**src/rtl/gcd_multilane.sv**
```systemverilog
// gcd_multilane: els_p subtractive-Euclid GCD lanes behind one valid/ready input
// and one valid/yumi output. Jobs dispatch round-robin and retire in issue order.
module gcd_multilane #(
    parameter int width_p = 32,
    parameter int els_p   = 4
) (
    input  logic                       clk_i,
    input  logic                       reset_i,
    input  logic [2*width_p-1:0]       data_i,
    input  logic                       v_i,
    output logic                       ready_o,
    output logic [width_p-1:0]         data_o,
    output logic                       v_o,
    input  logic                       yumi_i,
    output logic [$clog2(els_p+1)-1:0] count_o
);

    // Handshake: a job is accepted at a rising edge where v_i & ready_o; a result
    // is retired at a rising edge where yumi_i & v_o. yumi_i without v_o is ignored.

    localparam int ptr_w = (els_p > 1) ? $clog2(els_p) : 1;
    localparam int cnt_w = $clog2(els_p + 1);
    localparam logic [ptr_w-1:0] last_ptr = ptr_w'(els_p - 1);

    typedef enum logic [1:0] {
        LANE_IDLE = 2'd0,
        LANE_BUSY = 2'd1,
        LANE_DONE = 2'd2
    } lane_state_e;

    logic [ptr_w-1:0]                wr_ptr;
    logic [ptr_w-1:0]                rd_ptr;
    logic [cnt_w-1:0]                count_q;
    logic [els_p-1:0]                wr_sel;
    logic [els_p-1:0]                rd_sel;
    logic [els_p-1:0]                lane_idle;
    logic [els_p-1:0]                lane_done;
    logic [els_p-1:0][width_p-1:0]   lane_result;
    logic                            accept;
    logic                            retire;
    logic [width_p-1:0]              op_a_in;
    logic [width_p-1:0]              op_b_in;

    assign op_a_in = data_i[width_p-1:0];
    assign op_b_in = data_i[2*width_p-1:width_p];

    // ready_o and v_o decode only registered lane state and the pointers.
    always_comb begin
        ready_o = !reset_i && (|(lane_idle & wr_sel));
        v_o     = |(lane_done & rd_sel);
        data_o  = '0;
        for (int i = 0; i < els_p; i++) begin
            if (rd_sel[i]) begin
                data_o = lane_result[i];
            end
        end
    end

    assign accept  = v_i & ready_o;
    assign retire  = yumi_i & v_o;
    assign count_o = count_q;

    for (genvar i = 0; i < els_p; i++) begin : g_lane
        lane_state_e        state_q;
        logic [width_p-1:0] a_q;
        logic [width_p-1:0] b_q;
        logic [width_p-1:0] result_q;

        assign wr_sel[i]      = (wr_ptr == ptr_w'(i));
        assign rd_sel[i]      = (rd_ptr == ptr_w'(i));
        assign lane_idle[i]   = (state_q == LANE_IDLE);
        assign lane_done[i]   = (state_q == LANE_DONE);
        assign lane_result[i] = result_q;

        always_ff @(posedge clk_i) begin
            if (reset_i) begin
                state_q  <= LANE_IDLE;
                a_q      <= '0;
                b_q      <= '0;
                result_q <= '0;
            end else begin
                case (state_q)
                    LANE_IDLE: begin
                        if (accept && wr_sel[i]) begin
                            a_q     <= op_a_in;
                            b_q     <= op_b_in;
                            state_q <= LANE_BUSY;
                        end
                    end
                    LANE_BUSY: begin
                        // Zero checks come first so gcd(x,0) and gcd(0,x) end in one step.
                        if (a_q == '0) begin
                            result_q <= b_q;
                            state_q  <= LANE_DONE;
                        end else if (b_q == '0) begin
                            result_q <= a_q;
                            state_q  <= LANE_DONE;
                        end else if (a_q == b_q) begin
                            result_q <= a_q;
                            state_q  <= LANE_DONE;
                        end else if (a_q > b_q) begin
                            a_q <= a_q - b_q;
                        end else begin
                            b_q <= b_q - a_q;
                        end
                    end
                    LANE_DONE: begin
                        if (retire && rd_sel[i]) begin
                            state_q <= LANE_IDLE;
                        end
                    end
                    default: state_q <= LANE_IDLE;
                endcase
            end
        end
    end

    // Round-robin pointers; occupied lanes always form a contiguous run from rd_ptr.
    always_ff @(posedge clk_i) begin
        if (reset_i) begin
            wr_ptr  <= '0;
            rd_ptr  <= '0;
            count_q <= '0;
        end else begin
            if (accept) begin
                wr_ptr <= (wr_ptr == last_ptr) ? '0 : wr_ptr + 1'b1;
            end
            if (retire) begin
                rd_ptr <= (rd_ptr == last_ptr) ? '0 : rd_ptr + 1'b1;
            end
            if (accept && !retire) begin
                count_q <= count_q + 1'b1;
            end else if (!accept && retire) begin
                count_q <= count_q - 1'b1;
            end
        end
    end

endmodule

```
**config.mk**
```make
export PLATFORM = sky130hd
export DESIGN_NAME = gcd_multilane
export DESIGN_NICKNAME = d
export VERILOG_FILES = /design/src/rtl/gcd_multilane.sv
export SDC_FILE = /design/constraint.sdc
export NUM_CORES = 2
export LEC_CHECK = 0
export ABC_AREA = 0
export CORE_ASPECT_RATIO = 0.7
export CORE_MARGIN = 5
export CORE_UTILIZATION = 57
export CTS_CLUSTER_SIZE = 40
export DETAILED_ROUTE_END_ITERATION = 10
export PLACE_DENSITY = 0.78
export SYNTH_ARGS = -nofsm -noshare
export SYNTH_HDL_FRONTEND = slang
export SYNTH_SLANG_ARGS = --single-unit
export TNS_END_PERCENT = 1
```
**constraint.sdc**
```tcl
create_clock -name clk_i -period 3.3 [get_ports clk_i]
set_clock_uncertainty 0.15 [all_clocks]
set_input_delay 0.495 -clock clk_i [delete_from_list [all_inputs] [get_ports clk_i]]
set_output_delay 0.495 -clock clk_i [all_outputs]
set_load 0.005 [all_outputs]
```
==> reports/metrics.csv <==
stage,metric,value,unit
drt,Avg Vias per Cell,6.47,
floorplanning,Initial Utilization,57.6,%
synth,Post-Synthesis Cell Area,32700,um2
sta,fin worst setup slack,-0.165,ns
cts,CTS root buf,clkbuf_16,
critical_path,FF-to-FF path depth,11,
drt,routed len/inst,24.2,um
critical_path,Worst path max stage delay,0.54,ns
synth,Synth Register Bits,399,
global_routing,largest net degree at the start of global routing,178,
cts,clk sinks,399,
power_and_ir_drop,Max VDD drop,1.24,mV
cts,H-tree levels,2,
critical_path,critical path startpoint category,flip-flop,
final_layout,Layout area overhead,24.5,%
worst_hold_path,hold depth,2,
run_status,failing checks,setup timing,
final_layout,most frequent cells in the layout,"588 x buf_4, 558 x nor2_1, 539 x a21oi_1",
global_routing,gr ovfl total,0,
floorplanning,Ports,105,
critical_path,register-to-register setup slack,-0.12,ns
run_status,outcome,"finished, violations left",
place,# placed instances,5702,
drt,DR iter-0 viols,5405,
synth,main flop type after synthesis,dfxtp_1,
final_layout,# fillers,4733,
place,GP Congestion,1.06,
synth,Yosys top cell area share,24.5,%
floorplanning,Die X,296,um
sta,"Slew Viols, Final",0,
critical_path,Crit path required time,2.65,ns
global_routing,first-pass GRT wire length,206000,um
critical_path,Crit. End Element,output port,
global_routing,GRT Util Overall,42.4,%
place,Port Buf Inserts,104,
synth,Yosys top cell by area,dfxtp_1,
critical_path,Buf/Inv on CP,3,
critical_path,Crit path depth,10,
global_routing,initial antenna violation count,1,
synth,"Distinct cells, synth",100,
final_layout,multi-input logic area,23000,um2
synth,Syn Inst Count,4563,
floorplanning,Die ar.,62300,um2
place,Post-DP HPWL,109000,um
critical_path,crit path max-delay cell type,clkdlybuf4s50_1,
power_and_ir_drop,PwrDens,1370,nW/um2
cts,TritonCTS Buffers,44,
critical_path,critical path's top delay family,buffers and inverters,
job,maxcap violations,0,
sta,sum of negative setup slack,-3.35,ns
synth,Syn Area/Cell,7.16,um2
global_routing,vias in the first global route,33600,
synth,Post-synth EDFFs,0,
floorplanning,Rows,73,
sta,worst rel slew slack,37.3,%
final_layout,NumNets Final,5344,
final_layout,"non-filler cells, final",5793,
cts,clock buffer depth,3,
drt,drt total wl,140000,um
final_layout,"commonest non-fill, non-tap cell in the layout",buf_4,
cts,CTS tree,yes,
critical_path,Crit Path Class,reg2out,
drt,TritonRoute pass-1 iters,6,
drt,post-route ant nets,0,
cts,Clock Latency Late Sink,0.60,ns
floorplanning,Core ar.,56700,um2
floorplanning,die height,210,um
synth,top post-synthesis cells by area,"dfxtp_1 24%, ha_1 10%, a21oi_1 8.8%",
sta,setup violators final,40,
critical_path,Arrival @ worst endpoint,2.82,ns
drt,DRC Markers,0,
synth,Syn Nets,4901,
sta,FMAX,289,MHz
sta,final hold vios,0,
final_layout,Reg area,8000,um2
sta,unrepaired setup endpoints after global routing,yes,
final_layout,layout cells sized above 1,18.6,%
sta,slew at the pin closest to its max-slew limit,0.940,ns
synth,Synth Warn #,0,
sta,crit path time final,3.46,ns
synth,sequential area share after synthesis,24.5,%
synth,ys async rst share,0,%
worst_hold_path,worst hold path type,in2reg,
power_and_ir_drop,Pleak,0.0170,uW
critical_path,CP Max Fanout,15,
place,Setup Slack @ Placement,-0.382,ns
cts,"Reg clk slew, reported paths",0.06,ns
critical_path,worst path cell trace,inv_1 > ha_4 > buf_12 > nand2_1 > nor2_1 > a21oi_1 > nor2_1 > a21oi_1 > o21ai_1 > clkdlybuf4s50_1,
drt,via count,37500,
sta,Final period util,105,%
-- cell type report --
| cell class | count | share of cell area, % |
|---|---|---|
| inverter | 318 | 2.94 |
| clock buffer | 62 | 3.17 |
| antenna | 3 | 0.0185 |
| multi-input combinational | 3518 | 56.6 |
| tap | 750 | 2.31 |
| sequential | 399 | 19.7 |
| timing repair buffer | 725 | 14.8 |
| clock inverter | 18 | 0.455 |
-- final timing paths --
kind,startpoint,to
worst max-delay path,rd_ptr[1],data_o[16]
worst min-delay path,reset_i,count_o[1]
worst max register to register,g_lane[1].a_q[14],g_lane[1].b_q[0]
worst min register to register,g_lane[3].result_q[18],g_lane[3].result_q[18]
-- per-stage QoR --
step / hold WS (ns) / power, uW / utilization [%] / cell area (um2)
floorplan: 0.323 / 30100 / - / 32700
global placement: 0.328 / 46400 / 67.5 / 38300
detailed placement: 0.336 / 46700 / 67.5 / 38300
CTS: 0.0571 / 52300 / 70.2 / 39800
global route: 0.0858 / 58400 / 71.7 / 40700
finish: 0.0815 / 55700 / 71.7 / 40700
-- logic make-up (layout without fill, tap and decap cells) --
kind of cell / Yosys count / in the layout / share of synthesized area [%]
buffers and inverters: 648 / 1123 / 7.92
AOI/OAI and AO/OA: 1596 / 1596 / 31.6
DFF: 399 / 399 / 24.5
and+or+nand+nor: 1437 / 1439 / 19.7
adders and majority gates: 270 / 270 / 10.5
xor gates and xnor gates: 193 / 193 / 5.17
muxes: 20 / 20 / 0.624
other: 0 / 3 / 0
-- cell usage after synthesis (16+ instances only) --
cell type / n
buf_2: 77
a21o_1: 123
o31ai_1: 17
nor4_1: 80
xor2_1: 74
ha_1: 261
a21boi_0: 16
a221oi_1: 23
xnor2_1: 119
nand4_1: 54
buf_1: 39
inv_1: 316
a311oi_1: 96
nor3_1: 43
or3_1: 20
dfxtp_1: 399
and3_1: 26
a21oi_1: 576
nor2b_1: 28
a31oi_1: 54
o21a_1: 22
clkbuf_1: 202
a211oi_1: 254
nand2b_1: 31
nor2_1: 577
nand2_1: 449
mux2i_1: 17
nand3_1: 47
o21ai_0: 212
o21bai_1: 55
o211ai_1: 27
-- registers in the layout (all words and copies together) (netlist names) --
signal and count:
wr_ptr 2, g_lane.state_q 8, g_lane.b_q 128, rd_ptr 2, count_o 3, g_lane.result_q 128, g_lane.a_q 128
-- routing by layer --
| metal | vias up | wire (um) | track usage [%] |
|---|---|---|---|
| met3 | 361 | 20400 | 13.3 |
| met5 | - | 0 | 0 |
| li1 | 17100 | - | - |
| met2 | 2415 | 52100 | 55.4 |
| met1 | 17600 | 61300 | 64.5 |
| met4 | 0 | 6410 | 15.4 |
-- worst reg2reg max path: cells and delay by family, from the launching register on --
kind / cells / cell delay, ns
AOI/OAI and AO/OA: 2 / 0.32
adders and majority gates: 1 / 0.41
buffers and inverters: 2 / 0.25
DFF: 1 / 0.33
and+or+nand+nor: 6 / 1.81
-- report_power, final --
group | leakage, uW | internal, uW | total [uW] | switching [uW]
combinational | 0.0130 | 18500 | 43800 | 25300
clock | 0.000731 | 2970 | 5280 | 2310
sequential | 0.00324 | 5750 | 6660 | 906
total | 0.0170 | 27200 | 55700 | 28500
-- timing repair --
item	in CTS	in global routing
gates resized for setup	39	230
hold buffers	0	0
cloned	1	2
pin swaps	0	43
setup endpoints to repair	232	359
setup buffers	0	5
(Power assumes the default switching activity.)
